===== src/rtl/hex_disp_pkg.sv =====
// Shared constants and helpers for the two-digit hex counter / display path.
//   DIGIT_W       : width of one hex digit
//   COUNT_W       : width of the full two-digit count
//   PRESCALE_HW   : ticks for 1 s at 50 MHz; PRESCALE_SIM for fast simulation
//   count_step    : +/-1 modulo 2^COUNT_W
//   count_wraps   : true when that step crosses 0xFF <-> 0x00
package hex_disp_pkg;
  localparam int DIGIT_W      = 4;
  localparam int COUNT_W      = 2 * DIGIT_W;
  localparam int PRESCALE_HW  = 50000000;
  localparam int PS_W_HW      = 26;
  localparam int PRESCALE_SIM = 4;
  localparam int PS_W_SIM     = 3;

  function automatic logic [COUNT_W-1:0] count_step(input logic [COUNT_W-1:0] v,
                                                    input logic             up);
    return up ? v + COUNT_W'(1) : v - COUNT_W'(1);
  endfunction

  function automatic logic count_wraps(input logic [COUNT_W-1:0] v, input logic up);
    return up ? (v == '1) : (v == '0);
  endfunction
endpackage


===== src/rtl/tick_prescaler.sv =====
// Divides the clock down to one count tick every PRESCALE enabled cycles.
//   i_clk, i_rst_n : clock, async active-low reset
//   i_en           : advance the prescaler this cycle (holds value when low)
//   i_clr          : restart the period from zero (wins over i_en)
//   o_tick         : combinational, high in the cycle the period completes
module tick_prescaler #(
  parameter int PRESCALE = 50000000,
  parameter int PS_W     = 26
) (
  input  logic i_clk,
  input  logic i_rst_n,
  input  logic i_en,
  input  logic i_clr,
  output logic o_tick
);
  logic [PS_W-1:0] r_ps;
  logic            w_last;

  assign w_last = (r_ps == PS_W'(PRESCALE - 1));
  assign o_tick = i_en && !i_clr && w_last;

  always_ff @(posedge i_clk or negedge i_rst_n) begin
    if (!i_rst_n)   r_ps <= '0;
    else if (i_clr) r_ps <= '0;
    else if (i_en)  r_ps <= w_last ? '0 : r_ps + PS_W'(1);
  end
endmodule


===== src/rtl/hex_pair_counter.sv =====
// Prescaled 8-bit up/down counter feeding a two-digit hex display.
//   i_clk, i_rst_n : clock, async active-low reset
//   i_run          : 1 = count, 0 = hold (async level)
//   i_up           : 1 = increment, 0 = decrement (async level)
//   i_clear        : forces count to 0x00 while high (async level)
//   i_load         : rising edge loads i_load_val (async button)
//   i_load_val     : load value; [3:0] -> o_a, [7:4] -> o_b
//   o_a, o_b       : low / high hex digit
//   o_tick         : one-cycle pulse when a tick updates the count
//   o_wrap         : one-cycle pulse on 0xFF->0x00 or 0x00->0xFF
// Every control input goes through SYNC_STAGES flops; pin-to-effect latency
// is SYNC_STAGES+1 cycles. Priority: clear > load edge > tick.
module hex_pair_counter
  import hex_disp_pkg::*;
#(
  parameter int PRESCALE    = PRESCALE_HW,
  parameter int PS_W        = PS_W_HW,
  parameter int SYNC_STAGES = 2
) (
  input  logic               i_clk,
  input  logic               i_rst_n,
  input  logic               i_run,
  input  logic               i_up,
  input  logic               i_clear,
  input  logic               i_load,
  input  logic [COUNT_W-1:0] i_load_val,
  output logic [DIGIT_W-1:0] o_a,
  output logic [DIGIT_W-1:0] o_b,
  output logic               o_tick,
  output logic               o_wrap
);
  logic [SYNC_STAGES-1:0]              r_run_sync, r_up_sync, r_clr_sync, r_ld_sync;
  logic [SYNC_STAGES-1:0][COUNT_W-1:0] r_lv_sync;
  logic [SYNC_STAGES-1:0]              r_fill;
  logic                                r_ld_d, r_ld_armed;
  logic [COUNT_W-1:0]                  r_val;
  logic                                r_tick, r_wrap;

  logic               w_run_s, w_up_s, w_clr_s, w_ld_s, w_sync_valid;
  logic [COUNT_W-1:0] w_lv_s;
  logic               w_ld_edge, w_tick;

  assign w_run_s      = r_run_sync[SYNC_STAGES-1];
  assign w_up_s       = r_up_sync[SYNC_STAGES-1];
  assign w_clr_s      = r_clr_sync[SYNC_STAGES-1];
  assign w_ld_s       = r_ld_sync[SYNC_STAGES-1];
  assign w_lv_s       = r_lv_sync[SYNC_STAGES-1];
  // High once the sync chains hold real pin samples rather than reset zeros.
  assign w_sync_valid = r_fill[SYNC_STAGES-1];

  always_ff @(posedge i_clk or negedge i_rst_n) begin
    if (!i_rst_n) begin
      r_run_sync <= '0;
      r_up_sync  <= '0;
      r_clr_sync <= '0;
      r_ld_sync  <= '0;
      r_lv_sync  <= '0;
      r_fill     <= '0;
    end else begin
      r_run_sync <= {r_run_sync[SYNC_STAGES-2:0], i_run};
      r_up_sync  <= {r_up_sync[SYNC_STAGES-2:0], i_up};
      r_clr_sync <= {r_clr_sync[SYNC_STAGES-2:0], i_clear};
      r_ld_sync  <= {r_ld_sync[SYNC_STAGES-2:0], i_load};
      r_fill     <= {r_fill[SYNC_STAGES-2:0], 1'b1};
      r_lv_sync[0] <= i_load_val;
      for (int s = 1; s < SYNC_STAGES; s++) r_lv_sync[s] <= r_lv_sync[s-1];
    end
  end

  // The reset-cleared sync chain would make a button held through reset look
  // like a fresh press. Loads are only armed after a genuine low sample of
  // the pin has been seen since reset.
  always_ff @(posedge i_clk or negedge i_rst_n) begin
    if (!i_rst_n) begin
      r_ld_d     <= 1'b0;
      r_ld_armed <= 1'b0;
    end else begin
      r_ld_d <= w_ld_s;
      if (w_sync_valid && !w_ld_s) r_ld_armed <= 1'b1;
    end
  end

  assign w_ld_edge = w_ld_s && !r_ld_d && r_ld_armed;

  tick_prescaler #(.PRESCALE(PRESCALE), .PS_W(PS_W)) u_ps (
    .i_clk  (i_clk),
    .i_rst_n(i_rst_n),
    .i_en   (w_run_s && !w_clr_s && !w_ld_edge),
    .i_clr  (w_clr_s || w_ld_edge),
    .o_tick (w_tick)
  );

  always_ff @(posedge i_clk or negedge i_rst_n) begin
    if (!i_rst_n) begin
      r_val  <= '0;
      r_tick <= 1'b0;
      r_wrap <= 1'b0;
    end else begin
      r_tick <= 1'b0;
      r_wrap <= 1'b0;
      if (w_clr_s)        r_val <= '0;
      else if (w_ld_edge) r_val <= w_lv_s;
      else if (w_tick) begin
        r_val  <= count_step(r_val, w_up_s);
        r_tick <= 1'b1;
        r_wrap <= count_wraps(r_val, w_up_s);
      end
    end
  end

  assign o_a    = r_val[DIGIT_W-1:0];
  assign o_b    = r_val[COUNT_W-1:DIGIT_W];
  assign o_tick = r_tick;
  assign o_wrap = r_wrap;
endmodule

===== config.mk =====
export PLATFORM = sky130hd
export DESIGN_NAME = hex_pair_counter
export DESIGN_NICKNAME = d
export VERILOG_FILES = /design/src/rtl/hex_disp_pkg.sv /design/src/rtl/tick_prescaler.sv /design/src/rtl/hex_pair_counter.sv
export SDC_FILE = /design/constraint.sdc
export NUM_CORES = 1
export LEC_CHECK = 0
export ABC_AREA = 1
export CORE_AREA = 2 2 81 75
export CTS_CLUSTER_SIZE = 16
export DETAILED_ROUTE_END_ITERATION = 12
export DIE_AREA = 0 0 83 77
export PLACE_DENSITY = 0.91
export SKIP_LAST_GASP = 1
export SYNTH_ARGS = -nofsm -noshare
export SYNTH_HDL_FRONTEND = slang
export SYNTH_HIERARCHICAL = 1
export SYNTH_SLANG_ARGS = --single-unit

===== constraint.sdc =====
create_clock -name i_clk -period 4.8 [get_ports i_clk]
set_input_delay 0.96 -clock i_clk [delete_from_list [all_inputs] [get_ports i_clk]]
set_output_delay 0.96 -clock i_clk [all_outputs]
set_load 0.02 [all_outputs]

==> flow_summary.json, run 1 <==
{
  "drt_iter0_drc": 240,
  "area_growth_syn_to_layout_pct": 14.4,
  "critPathBufInv": 1,
  "die_area_um2": 6390,
  "dieWidth_um": 83,
  "crit_path_end_kind": "output pin",
  "post-dp-hpwl_um": 4690,
  "synth-edff-count": 0,
  "gp_congestion": 0.877,
  "max_freq_mhz": 416,
  "arrival_ns": 1.45,
  "period_needed_ns": 2.41,
  "clk_pin_slew_ns": 0.07,
  "synth_top_area_frac": 0.472,
  "final_common_cell": "nand2_1",
  "cap_violations": 0,
  "ff_latch_area_um2": 1600,
  "status": "complete, no violations",
  "drt_first_pass_iters": 5,
  "synth_adder_area_share": 0.0317,
  "slew_headroom": 0.469,
  "viasPerCell": 5.29,
  "drive_gt1_frac": 0.151,
  "cpPeakStageDelay_ns": 0.65,
  "routed_wl_um": 6730,
  "synth.mux.area_fraction": 0.00590,
  "wl_per_cell_um": 13.6,
  "vias": 2614,
  "synth-compound-area-share": 0.0848,
  "async_flop_share": 1.00,
  "dp_slack_ns": 2.75,
  "ys_seq_area_frac": 0.472,
  "clock_latency_ns": 0.34,
  "slowest_stage": "clkdlybuf4s50_1",
  "ctsHoldBuffers": 0,
  "syn-cell-area_um2": 3390,
  "post_cts_buffers": 0,
  "min_period_over_period": 0.501,
  "nFillCells": 410,
  "critPathKind": "flop to output pin",
  "start_util": 0.610,
  "cts_buffers": 9,
  "worstHoldPathType": "flop to flop",
  "rsz0062_at_grt": "false",
  "timing.final.ws_setup_ns": 2.39,
  "grt_antenna_before_repair": 0,
  "setup_viol_count_final": 0,
  "yosys.area_share.simple": 0.299,
  "groute.usage.overall": 0.232,
  "grt_overflow": 0,
  "fin_tns_setup_ns": 0,
  "fin_skew_ns": 0.00769,
  "portBuffers": 23,
  "cpLargestDelayFamily": "buffers and inverters",
  "drc": 0,
  "hold_violations": 0,
  "worstPathCellList": "clkdlybuf4s50_1",
  "clock_sinks": 64,
  "yosys_warnings": 6,
  "ys_ff_latch": 64,
  "hold_ws_ns": 0.350,
  "yosysTopAreaCell": "dfrtp_1",
  "synth_xor_xnor_area_share": 0.0335,
  "cts.htree.levels": 3,
  "cts-root-buf": "clkbuf_8",
  "multi_input_area_um2": 1550,
  "maxSlewViolCount": 0,
  "ys.flop_type": "dfrtp_1",
  "clock_path_buffers": 2,
  "worst_pin_slew_ns": 0.796,
  "antenna_cells": 0,
  "syn_area_per_cell_um2": 8.75,
  "antenna_left": 0,
  "cp.required_ns": 3.84,
  "synth_top_family_by_area": "simple AND/OR/NAND/NOR gates",
  "row_count": 26,
  "ir_drop_mv": 0.285,
  "postCtsResizedCells": 0,
  "netlist-cell-type-count": 40,
  "synth_nets": 410,
  "io_pins": 24,
  "startpoint_type": "flop",
  "cts_tree": "done",
  "layout_common_cells": "nand2_1, dfrtp_1, nor2_1, inv_1, nand3_1",
  "p_leak_uw": 0.00180,
  "syn_inst": 388,
  "worstPathMaxFanout": 7,
  "fin_nets": 441,
  "power_density_nw_per_um2": 341,
  "netlist_top_cells_area": "dfrtp_1, nand2_1, nor2_1",
  "die_h_um": 77,
  "core_area_um2": 5560,
  "grt_max_degree": 65,
  "grt_pass1_vias": 2572,
  "grt_first_pass_wirelength_um": 11900
}
[layer usage]
| layer | up-vias | GRT usage | part of all wire |
|---|---|---|---|
| met5 | - | 0 | 0 |
| met4 | 0 | 0.0836 | 0.014 |
| met3 | 8 | 0.0527 | 0.041 |
| met2 | 68 | 0.363 | 0.47 |
| met1 | 1238 | 0.321 | 0.48 |
| li1 | 1300 | - | - |
[power by group]
group	switching, uW	leakage, uW	total, uW	internal [uW]
logic	126	0.000862	215	89.2
registers	23.2	0.000818	588	564
clock network	214	0.000117	523	309
[cell type report]
| class | count | area share |
|---|---|---|
| Tap cell | 70 | 0.0226 |
| Clock inverter | 6 | 0.0235 |
| Inverter | 47 | 0.0454 |
| Clock buffer | 10 | 0.0354 |
| Timing Repair Buffer | 25 | 0.0619 |
| Sequential cell | 64 | 0.412 |
| Multi-Input combinational cell | 272 | 0.399 |
[Yosys cell counts, types with 2 or more instances]
| master | count |
|---|---|
| a21oi_1 | 8 |
| a31oi_1 | 2 |
| dfrtp_1 | 64 |
| ha_1 | 7 |
| inv_1 | 39 |
| inv_2 | 8 |
| mux2i_1 | 2 |
| nand2_1 | 99 |
| nand2_2 | 7 |
| nand2_4 | 4 |
| nand3_1 | 25 |
| nand3_4 | 3 |
| nand3b_1 | 3 |
| nand4_1 | 7 |
| nor2_1 | 41 |
| nor2_2 | 2 |
| nor2_4 | 7 |
| nor3_1 | 3 |
| o21ai_0 | 2 |
| o21ai_1 | 15 |
| o21ai_2 | 5 |
| o22ai_1 | 2 |
| o22ai_2 | 5 |
| xnor2_1 | 3 |
| xor2_1 | 10 |
[cells by family (layout without fill, tap and decap cells)]
group	count (synthesis)	after routing
xor+xnor	13	13
compound gates	42	42
buf+inv	52	88
fa+ha+maj	8	8
flops	64	64
other cells	1	1
simple gates	206	206
mux	2	2
[path summary, 6_finish.rpt]
kind / startpoint / endpoint / slack (ns) / cells past startpoint
worst max register to register: r_ld_sync[1]$_DFF_PN0_ / r_val[4]$_DFFE_PN0P_ / 2.79 / 13
max in group asynchronous: i_rst_n / u_ps/r_ps[25]$_DFFE_PN0P_ / 3.48 / 2
min in group asynchronous: i_rst_n / w_lv_s[0]$_DFF_PN0_ / 0.78 / 2
worst max-delay path: r_val[0]$_DFFE_PN0P_ / o_a[0] / 2.39 / 1
worst min register to register: r_fill[0]$_DFF_PN0_ / r_fill[1]$_DFF_PN0_ / 0.35 / 0
worst min-delay path: r_fill[0]$_DFF_PN0_ / r_fill[1]$_DFF_PN0_ / 0.35 / 0
[sequential cells by signal, summed over array words and instances (netlist names)]
name        cells
r_clr_sync      2
r_ld_d          1
w_lv_s          8
r_val           8
r_fill          2
u_ps/r_ps      26
o_tick          1
r_ld_armed      1
r_up_sync       2
r_run_sync      2
r_ld_sync       2
o_wrap          1
r_lv_sync       8
[through the flow]
stage | cells | instance area [um2] | util | power, uW
final | 494 | 3880 | 0.698 | 1330
after global routing | 494 | 3880 | 0.698 | 1390
after CTS | 494 | 3880 | 0.698 | 1340
after detailed placement | 478 | 3650 | 0.657 | 812
after global placement | 478 | 3650 | 0.657 | 805
after floorplan | 388 | 3390 | - | 736
Note: power is estimated with default switching activity, not from simulation.
==> run 2, diff against run 1 <==
--- a/config.mk
+++ b/config.mk
@@ -6,11 +6,11 @@
 export NUM_CORES = 1
 export LEC_CHECK = 0
 export ABC_AREA = 1
-export CORE_AREA = 2 2 81 75
+export CORE_AREA = 2 2 88 81
 export CTS_CLUSTER_SIZE = 16
 export DETAILED_ROUTE_END_ITERATION = 12
-export DIE_AREA = 0 0 83 77
-export PLACE_DENSITY = 0.91
+export DIE_AREA = 0 0 90 83
+export PLACE_DENSITY = 0.83
 export SKIP_LAST_GASP = 1
 export SYNTH_ARGS = -nofsm -noshare
 export SYNTH_HDL_FRONTEND = slang
==> constraint.sdc (replaced) <==
create_clock -name i_clk -period 1.9 [get_ports i_clk]
set_input_delay 0.38 -clock i_clk [delete_from_list [all_inputs] [get_ports i_clk]]
set_output_delay 0.38 -clock i_clk [all_outputs]
set_load 0.02 [all_outputs]
==> flow_summary.json, run 2 (synthesized netlist as in run 1, its figures left out) <==
{
  "worstHoldPathType": "input port to async pin",
  "utilization": 0.604,
  "top_register": "u_ps/r_ps",
  "p_leak_uw": 0.00183,
  "fin_nets": 448,
  "wl_per_cell_um": 13.0,
  "clock_sinks": 64,
  "crit_path_end_kind": "output pin",
  "ctsHoldBuffers": 0,
  "row_count": 28,
  "r2r-end": "r_val[4]$_DFFE_PN0P_",
  "pwr-share-clk": 0.355,
  "status": "complete, no violations",
  "grt_max_degree": 65,
  "hold_violations": 0,
  "groute.usage.overall": 0.197,
  "maxSlewViolCount": 0,
  "grt-busiest-layer": "met2",
  "cts.htree.levels": 3,
  "arrival_ns": 1.47,
  "clk_pin_slew_ns": 0.07,
  "dp_slack_ns": 0.0445,
  "critPathBufInv": 1,
  "fin_skew_ns": 0.00568,
  "core_area_um2": 6520,
  "grt_use_met2": 0.311,
  "swShare": 0.281,
  "die_h_um": 83,
  "p_comb_frac": 0.175,
  "cts-root-buf": "clkbuf_8",
  "worstRegToRegCells": 13,
  "nFillCells": 569,
  "p_seq_frac": 0.470,
  "gp_congestion": 0.839,
  "grt_pass1_vias": 2525,
  "drc": 0,
  "min_period_over_period": 0.974,
  "use_met3": 0.0508,
  "clock_path_buffers": 2,
  "cpPeakStageDelay_ns": 0.66,
  "antenna_left": 0,
  "die_area_um2": 7470,
  "worstPathMaxFanout": 5,
  "drive_gt1_frac": 0.160,
  "ff_latch_area_um2": 1600,
  "area_growth_syn_to_layout_pct": 16.0,
  "worstPathCellList": "clkdlybuf4s50_1",
  "timing.final.ws_setup_ns": 0.0486,
  "max_freq_mhz": 540,
  "power_uw": 3190,
  "cp.required_ns": 1.52,
  "period_needed_ns": 1.85,
  "ir_drop_mv": 0.570,
  "startpoint_type": "flop",
  "final_common_cell": "nand2_1",
  "stdcell_area_um2": 3940,
  "p_int_uw": 2290,
  "placed_cell_area_um2": 3720,
  "grt_overflow": 0,
  "critPathKind": "flop to output pin",
  "antenna_cells": 0,
  "drt_first_pass_iters": 5,
  "clock_latency_ns": 0.34,
  "dieWidth_um": 90,
  "slowest_stage": "clkdlybuf4s50_1",
  "grt_antenna_before_repair": 0,
  "cap_violations": 0,
  "routed_wl_um": 6750,
  "r2r_start": "u_ps/r_ps[0]$_DFFE_PN0P_",
  "viasPerCell": 5.10,
  "post-dp-hpwl_um": 4800,
  "io_pins": 24,
  "cpLargestDelayFamily": "buffers and inverters",
  "largest_reg_flops": 26,
  "grt_first_pass_wirelength_um": 11600,
  "timing.reg2reg.setup_slack_ns": 0.16,
  "setup_viol_count_final": 0,
  "layout_common_cells": "nand2_1, dfrtp_1, nor2_1, inv_1, nand3_1",
  "cts_tree": "done",
  "power_density_nw_per_um2": 810,
  "cts_buffers": 9,
  "p_switching_uw": 897,
  "drt_iter0_drc": 212,
  "start_util": 0.521,
  "multi_input_area_um2": 1550,
  "vias": 2651,
  "portBuffers": 23,
  "use_met1": 0.255
}
[run 2: power groups by stage]
| stage | Sequential [uW] | Clock (uW) | Combinational, uW |
|---|---|---|---|
| after floorplan | 1540 | 0 | 317 |
| after global placement | 1520 | 0 | 536 |
| after detailed placement | 1520 | 0 | 554 |
| after CTS | 1500 | 1160 | 561 |
| after global routing | 1510 | 1220 | 623 |
| final | 1500 | 1130 | 558 |
[run 2: cell type report]
type	count	share of cell area
well taps	90	0.0286
flip-flops and latches	64	0.407
multi-input cells	272	0.394
inverters	47	0.0448
clock inverters	3	0.0108
repair buffers	32	0.0779
clock buffers	12	0.0369
[run 2: metrics by stage]
step | hold WS (ns) | cells | setup TNS (ns)
floorplan | 0.0844 | 388 | 0
global placement | 0.331 | 502 | 0
detailed placement | 0.336 | 502 | 0
CTS | 0.0413 | 517 | 0
global route | 0.0552 | 520 | -0.0116
finish | 0.0360 | 520 | 0
[run 2: worst max path at each step]
stage	startpoint	to	slack, ns	cells after the start
finish	r_val[4]$_DFFE_PN0P_	o_b[0]	0.05	1
global placement	u_ps/r_ps[0]$_DFFE_PN0P_	r_val[3]$_DFFE_PN0P_	0.15	13
detailed placement	u_ps/r_ps[0]$_DFFE_PN0P_	r_val[4]$_DFFE_PN0P_	0.04	13
floorplan	r_ld_sync[1]$_DFF_PN0_	r_val[3]$_DFFE_PN0P_	0.19	13
global route	u_ps/r_ps[0]$_DFFE_PN0P_	r_val[4]$_DFFE_PN0P_	-0.01	13
CTS	u_ps/r_ps[0]$_DFFE_PN0P_	r_val[4]$_DFFE_PN0P_	0.03	13
[run 2: timing repair]
action                                  4_1_cts  5_1_grt
setup buffers                                 0        3
gates resized for setup                       1        2
hold endpoints to repair                      0        0
endpoints found under the setup margin        1       10
pin swaps                                     0        3
[run 2: per-layer routing]
layer	share of wire	vias up
li1	-	1308
met2	0.47	66
met4	0.020	0
met5	0	-
met1	0.45	1267
met3	0.058	10
==> run 3, diff against run 2 <==
--- a/config.mk
+++ b/config.mk
@@ -6,10 +6,10 @@
 export NUM_CORES = 1
 export LEC_CHECK = 0
 export ABC_AREA = 1
-export CORE_AREA = 2 2 88 81
+export CORE_AREA = 8 8 94 87
 export CTS_CLUSTER_SIZE = 16
 export DETAILED_ROUTE_END_ITERATION = 12
-export DIE_AREA = 0 0 90 83
+export DIE_AREA = 0 0 102 95
 export PLACE_DENSITY = 0.83
 export SKIP_LAST_GASP = 1
 export SYNTH_ARGS = -nofsm -noshare
==> flow_summary.json, run 3 (synthesized netlist as in run 1, its figures left out) <==
{
  "area_growth_syn_to_layout_pct": 18.5,
  "final_common_cell": "nand2_1",
  "cpPeakStageDelay_ns": 0.65,
  "clock_latency_ns": 0.34,
  "viasPerCell": 5.18,
  "hold_violations": 0,
  "groute.usage.overall": 0.155,
  "arrival_ns": 1.43,
  "critPathKind": "flop to output pin",
  "clock_path_buffers": 2,
  "startpoint_type": "flop",
  "cts.htree.levels": 3,
  "portBuffers": 23,
  "row_count": 28,
  "fin_tns_setup_ns": 0,
  "post-dp-hpwl_um": 5000,
  "slew_headroom": 0.629,
  "grt_pass1_vias": 2582,
  "grt_antenna_before_repair": 0,
  "layout_common_cells": "nand2_1, dfrtp_1, nor2_1, inv_1, nand3_1",
  "slowest_stage": "clkdlybuf4s50_1",
  "worstHoldPathType": "input port to async pin",
  "dp_cells": 502,
  "maxSlewViolCount": 0,
  "worstPathMaxFanout": 5,
  "worst_pin_slew_ns": 0.556,
  "rsz0062_at_grt": "true",
  "wl_per_cell_um": 14.0,
  "min_period_over_period": 0.953,
  "drt_first_pass_iters": 5,
  "die_area_um2": 9690,
  "gp_congestion": 0.822,
  "start_util": 0.521,
  "final_cells": 529,
  "drt_iter0_drc": 257,
  "cpLargestDelayFamily": "buffers and inverters",
  "cts-root-buf": "clkbuf_8",
  "stdcell_area_um2": 4020,
  "power_density_nw_per_um2": 799,
  "largest_reg_flops": 26,
  "vias": 2738,
  "drc": 0,
  "clock_sinks": 64,
  "grt_max_degree": 41,
  "cp.required_ns": 1.52,
  "critPathBufInv": 1,
  "grt_first_pass_wirelength_um": 11800,
  "fin_skew_ns": 0.00755,
  "cts_tree": "done",
  "die_h_um": 95,
  "io_pins": 24,
  "status": "complete, no violations",
  "clk_pin_slew_ns": 0.07,
  "antenna_left": 0,
  "dieWidth_um": 102,
  "ir_drop_mv": 0.685,
  "cap_violations": 0,
  "antenna_cells": 0,
  "drive_gt1_frac": 0.191,
  "fin_nets": 456,
  "max_freq_mhz": 552,
  "worstPathCellList": "clkdlybuf4s50_1",
  "top_register": "u_ps/r_ps",
  "power_uw": 3220,
  "placed_cell_area_um2": 3720,
  "setup_viol_count_final": 0,
  "grt_overflow": 0,
  "cts_buffers": 9,
  "core_area_um2": 6520,
  "routed_wl_um": 7410,
  "period_needed_ns": 1.81,
  "crit_path_end_kind": "output pin",
  "utilization": 0.618,
  "p_leak_uw": 0.00186
}
==> run 3: power breakdown <==
part           total, uW  switching [uW]  internal, uW
Clock               1160             516           639
Combinational        565             329           236
Sequential          1490            67.5          1430
==> run 3: path summary, 6_finish.rpt <==
check / cells after the start / from / end / slack (ns)
max in group asynchronous: 2 / i_rst_n / u_ps/r_ps[12]$_DFFE_PN0P_ / 1.27
worst max-delay path: 1 / r_val[1]$_DFFE_PN0P_ / o_a[1] / 0.09
min in group i_clk: 0 / r_lv_sync[1]$_DFF_PN0_ / w_lv_s[1]$_DFF_PN0_ / 0.35
worst min-delay path: 1 / i_rst_n / r_lv_sync[2]$_DFF_PN0_ / 0.03
worst min register to register: 0 / r_lv_sync[1]$_DFF_PN0_ / w_lv_s[1]$_DFF_PN0_ / 0.35
worst max register to register: 13 / u_ps/r_ps[0]$_DFFE_PN0P_ / r_val[3]$_DFFE_PN0P_ / 0.10
==> run 3: what timing repair did <==
action,in CTS,in global routing
setup buffers,1,10
hold buffers,0,0
gates cloned,0,0
endpoints found under the hold margin,0,0
resized for setup,0,7
setup endpoints to repair,4,7
pin swaps,0,2
==> run 3: layout make-up <==
cell class	count	area, um2
Inverter	47	176
Tap cell	90	113
Sequential cell	64	1610
Fill cell	534	2490
Clock inverter	5	56.3
Clock buffer	11	141
Multi-Input combinational cell	272	1570
Timing Repair Buffer	40	365
==> run 3: per-layer routing <==
layer | track usage | routed length [um] | vias up
li1 | - | - | 1333
met1 | 0.195 | 3270 | 1300
met2 | 0.252 | 3630 | 88
met3 | 0.0309 | 362 | 17
met4 | 0.0684 | 150 | 0
met5 | 0 | 0 | -
==> run 3: through the flow <==
step	worst slack (ns)	hold slack [ns]
3_5_place_dp	0.0119	0.335
3_3_place_gp	0.145	0.332
6_report	0.0887	0.0268
5_1_grt	-0.0647	0.0586
2_1_floorplan	0.187	0.0844
4_1_cts	0.000730	0.0299
